<file path="src/rtl/cla_pipe_adder.sv">
`default_nettype none
// ============================================================================
//  Module      : cla_pipe_adder
//  Description : Pipelined carry-lookahead adder/subtractor. The N-bit word is
//                resolved LANE bits per clock over N/LANE stages. Inter-stage
//                carries are registered. A valid/ready handshake is provided
//                on both sides, and all stages stall together.
//  Revision    : 1.0 - initial release
// ============================================================================
module cla_pipe_adder #(
  parameter int N    = 8,
  parameter int LANE = 4
) (
  input  logic         clk,
  input  logic         rst_n,
  input  logic         in_valid,
  output logic         in_ready,
  input  logic [N-1:0] a,
  input  logic [N-1:0] b,
  input  logic         cin,
  input  logic         sub,
  output logic         out_valid,
  input  logic         out_ready,
  output logic [N-1:0] s,
  output logic         cout,
  output logic         ovf
);

  localparam int           STAGES      = N / LANE;
  localparam logic [N-1:0] C_LANE_ONES = N'({LANE{1'b1}});

  // Each stage register packs {operand a, effective operand b, partial sum}.
  // Segments already consumed are carried along so a single array serves
  // every stage, including the last one which drives the result port.
  logic [3*N-1:0]    r_d [STAGES];
  logic [STAGES-1:0] r_v;
  logic [STAGES-1:0] r_c;
  logic              r_ovf;

  logic [N-1:0]      w_a_in  [STAGES];
  logic [N-1:0]      w_b_in  [STAGES];
  logic [N-1:0]      w_s_in  [STAGES];
  logic [N-1:0]      w_s_nxt [STAGES];
  logic [LANE:0]     w_lane  [STAGES];
  logic [STAGES-1:0] w_v_in;
  logic [STAGES-1:0] w_c_in;
  logic [STAGES-1:0] w_c_out;
  logic [N-1:0]      w_b_eff;
  logic              w_c_eff;
  logic              w_adv;
  logic              w_ovf_nxt;

  // One LANE-bit lookahead group: generate/propagate per bit, carries from
  // the group carry-in, returns {group carry-out, sum bits}.
  function automatic logic [LANE:0] cla_lane(input logic [LANE-1:0] x,
                                             input logic [LANE-1:0] y,
                                             input logic            c);
    logic [LANE-1:0] g;
    logic [LANE-1:0] p;
    logic [LANE:0]   cc;
    g     = x & y;
    p     = x ^ y;
    cc[0] = c;
    for (int i = 0; i < LANE; i++) begin
      cc[i+1] = g[i] | (p[i] & cc[i]);
    end
    return {cc[LANE], p ^ cc[LANE-1:0]};
  endfunction

  // Subtraction is a + ~b + 1; cin only matters in add mode.
  assign w_b_eff  = sub ? ~b : b;
  assign w_c_eff  = sub | cin;

  // The whole pipe moves as one unit whenever the output slot is free.
  assign w_adv    = !out_valid || out_ready;
  assign in_ready = !rst_n || w_adv;

  genvar k;
  generate
    for (k = 0; k < STAGES; k++) begin : g_stage
      if (k == 0) begin : g_head
        assign w_v_in[k] = in_valid;
        assign w_a_in[k] = a;
        assign w_b_in[k] = w_b_eff;
        assign w_c_in[k] = w_c_eff;
        assign w_s_in[k] = '0;
      end else begin : g_body
        assign w_v_in[k] = r_v[k-1];
        assign w_a_in[k] = r_d[k-1][3*N-1:2*N];
        assign w_b_in[k] = r_d[k-1][2*N-1:N];
        assign w_c_in[k] = r_c[k-1];
        assign w_s_in[k] = r_d[k-1][N-1:0];
      end
      assign w_lane[k]  = cla_lane(w_a_in[k][k*LANE +: LANE],
                                   w_b_in[k][k*LANE +: LANE],
                                   w_c_in[k]);
      assign w_c_out[k] = w_lane[k][LANE];
      // Splice this stage's segment into the travelling partial sum.
      assign w_s_nxt[k] = (w_s_in[k] & ~(C_LANE_ONES << (k*LANE)))
                        | (N'(w_lane[k][LANE-1:0]) << (k*LANE));
    end
  endgenerate

  // Signed overflow needs the final sign bit, so it is formed in the last stage.
  assign w_ovf_nxt = (w_a_in[STAGES-1][N-1] == w_b_in[STAGES-1][N-1]) &&
                     (w_s_nxt[STAGES-1][N-1] != w_a_in[STAGES-1][N-1]);

  // Pipeline registers: reset flushes everything, bubbles keep stale data so
  // don't-care inputs never reach the result port.
  always_ff @(posedge clk) begin
    if (!rst_n) begin
      r_v   <= '0;
      r_c   <= '0;
      r_ovf <= 1'b0;
      for (int j = 0; j < STAGES; j++) begin
        r_d[j] <= '0;
      end
    end else if (w_adv) begin
      r_v <= w_v_in;
      for (int j = 0; j < STAGES; j++) begin
        if (w_v_in[j]) begin
          r_d[j] <= {w_a_in[j], w_b_in[j], w_s_nxt[j]};
          r_c[j] <= w_c_out[j];
        end
      end
      if (w_v_in[STAGES-1]) begin
        r_ovf <= w_ovf_nxt;
      end
    end
  end

  assign out_valid = r_v[STAGES-1];
  assign s         = r_d[STAGES-1][N-1:0];
  assign cout      = r_c[STAGES-1];
  assign ovf       = r_ovf;

endmodule
`default_nettype wire

</file>
<file path="config.mk">
export PLATFORM = sky130hd
export DESIGN_NAME = cla_pipe_adder
export DESIGN_NICKNAME = d
export VERILOG_FILES = /design/src/rtl/cla_pipe_adder.sv
export SDC_FILE = /design/constraint.sdc
export NUM_CORES = 1
export LEC_CHECK = 0
export CAP_MARGIN = 20
export CORE_UTILIZATION = 51
export CTS_BUF_LIST = sky130_fd_sc_hd__clkbuf_16
export CTS_CLUSTER_DIAMETER = 200
export DETAILED_ROUTE_END_ITERATION = 7
export PLACE_DENSITY = 0.8
export SETUP_SLACK_MARGIN = 0.1
export SYNTH_ARGS = -nofsm -noshare
export SYNTH_HDL_FRONTEND = slang
export SYNTH_SLANG_ARGS = --single-unit
</file>
<file path="constraint.sdc">
create_clock -name clk -period 4.8 [get_ports clk]
set_input_delay 0.48 -clock clk [delete_from_list [all_inputs] [get_ports clk]]
set_output_delay 0.48 -clock clk [all_outputs]
set_load 0.02 [all_outputs]
</file>
==> reports/metrics.cfg <==
[die]
die_area_sq_um = 2730
io_pins = 34
core_region_area_sq_um = 2300
die_w_microns = 52.3
rows = 17
die_y_microns = 52.3
start_util = 0.562

[critical_path]
crit_start = sub
rr_worst_depth = 10
reg2reg_to = ovf
crit_path_max_fanout = 9
path_class = in -> reg
worstPathRequired_ps = 4810
start_kind = primary input
r2r_setup_slack_ps = 2130
endpoint = r_d[0][3]
arrival_ps = 3220
crit_path_end_kind = flop
r2r_start = r_c[0]

[timing]
post-route-min-period_ps = 3210
setup_viol = 0
fmax_ghz = 0.311
worst_pin_slew_ps = 625
tns_ps = 0
min_period_over_period = 0.669
relSlewSlack = 0.582
drv_slew = 0
whs_ps = 490
rsz0062_at_grt = false
hold_viol_final = 0
skew_ps = 7.60

[drt]
ant_nets = 0
drc_errors = 0
drt_iter0_drc = 12
dr.pass1.iters = 4
detail_route.wl_per_cell_microns = 11.9
viasPerCell = 4.93
vias = 804
wirelength_microns = 1950

[clock_network]
clk_pin_slew_ps = 60
root_buffer = clkbuf_16
cts_tree = done
cts_resized = 0
clk_latency_ps = 260
cts.sinks = 25
ctsHoldBuffers = 0
numCtsBuffers = 3
cts_max_level = 1
cts_setup_buffers = 0
clk_path_buf_depth = 2

[global_routing]
grt_max_degree = 14
grt_pass1_vias = 784
overflow = 0
antenna_found_initial = 0
track_usage = 0.181
grt_pass1_wl_microns = 3310

[synthesis]
avgSynthCellArea_sq_um = 11.9
synthCells = 108
synth_common_cells = edfxtp_1 (20), inv_1 (12), and2_1 (11), nor2_1 (11)
synth_flop_cell = edfxtp_1
synth_edf_count = 20
async_reset_ff_frac = 0
synth_warnings = 0
yosysMostFrequentCell = edfxtp_1
post-synth-top-area-cell = edfxtp_1
seq_area_frac_synth = 0.543
synth_area_leaders = edfxtp_1 (47%), fa_1 (12%), dfxtp_1 (7.8%)
yosysTopAreaCellShare = 0.466
synth_seq_cells = 25
yosysUniqueCellTypes = 22
syn_area_sq_um = 1290
synthesis.nets = 139

[pwr]
max-vdd-ir-drop_mv = 0.237
power_density_nw_per_um2 = 330
leakage_uw = 0.000659

[place]
placed_cells = 158
hpwlAfterDp_microns = 1510
portBuffers = 33
gp_congestion = 0.749

[final_layout]
layout.nets = 167
drive_above_1_share = 0.0444
stdcell_count = 163
area_delta_synth_final_pct = 29.2
antennaDiodeCount = 0

[flow_run]
maxCapViolations = 0

[hold_path]
hold_class = reg -> reg

[run_status]
status = complete, no violations

## worst min-delay path by stage
| stage | from | end | slack [ps] | cells past startpoint |
|---|---|---|---|---|
| 2_1_floorplan | r_v[0] | r_v[0] | 480 | 2 |
| 3_3_place_gp | ovf | ovf | 470 | 2 |
| 6_report | ovf | ovf | 490 | 2 |
| 5_1_grt | ovf | ovf | 520 | 2 |
| 3_5_place_dp | ovf | ovf | 480 | 2 |
| 4_1_cts | ovf | ovf | 490 | 2 |
## logic make-up (layout without fill, tap and decap cells)
group | after synthesis | after routing | share of synthesized area
AND/OR/NAND/NOR | 31 | 31 | 0.124
buffers and inverters | 24 | 51 | 0.0941
XOR/XNOR | 9 | 9 | 0.0611
AO/OA/AOI/OAI | 10 | 10 | 0.0436
flip-flops | 25 | 25 | 0.543
adder cells (fa/ha/maj) | 9 | 9 | 0.134
## metal layers
metal	share of wire	vias to the layer above	track usage
li1	-	390	-
met1	0.41	378	0.201
met2	0.51	30	0.291
met3	0.053	6	0.0551
met4	0.026	0	0.127
met5	0	-	0
## cell usage in the layout (no fill, tap or decap)
cell / n
a21o_1: 1
and2_1: 11
o21ai_0: 3
fa_1: 8
inv_1: 13
clkbuf_16: 3
inv_2: 1
buf_2: 1
nor2_1: 11
xnor2_1: 7
dfxtp_1: 5
nand2b_1: 2
nand2_1: 4
and2b_4: 1
nand3_1: 1
a21oi_1: 5
a311oi_1: 1
edfxtp_1: 20
or4_1: 1
clkdlybuf4s50_1: 33
ha_1: 1
xor2_1: 2
## flip-flops by register name, summed over array words and instances, names as in the netlist
register  count
r_v           2
ovf           1
r_c           2
r_d          20
## worst max-delay path, cell delays in order
cell,delay (ps)
clkdlybuf4s50_1,740
xnor2_1,170
fa_1,440
fa_1,400
fa_1,360
inv_1,70
fa_1,400
and2_1,150
## per-stage QoR
stage	total power, uW	util	worst slack (ps)	instance area [sq um]
floorplan	335	-	2010	1290
global route	573	0.725	1500	1670
finish	550	0.725	1590	1670
detailed placement	374	0.689	1310	1580
CTS	552	0.723	1580	1660
global placement	369	0.689	1410	1580
## area by class of cell
class / instances / area, sq um
Inverter: 13 / 48.8
Sequential cell: 25 / 701
Fill cell: 164 / 631
Multi-Input combinational cell: 59 / 468
Clock inverter: 1 / 3.75
Tap cell: 28 / 35.0
Clock buffer: 3 / 75.1
Timing Repair Buffer: 34 / 335
## report_power, final
group	leakage, uW	switching (uW)	total, uW	internal (uW)
logic	0.000360	49.6	103	53.5
registers	0.000257	8.10	266	258
clock network	0.0000423	69.8	181	111
No activity file was read; power rests on OpenSTA's default activity.
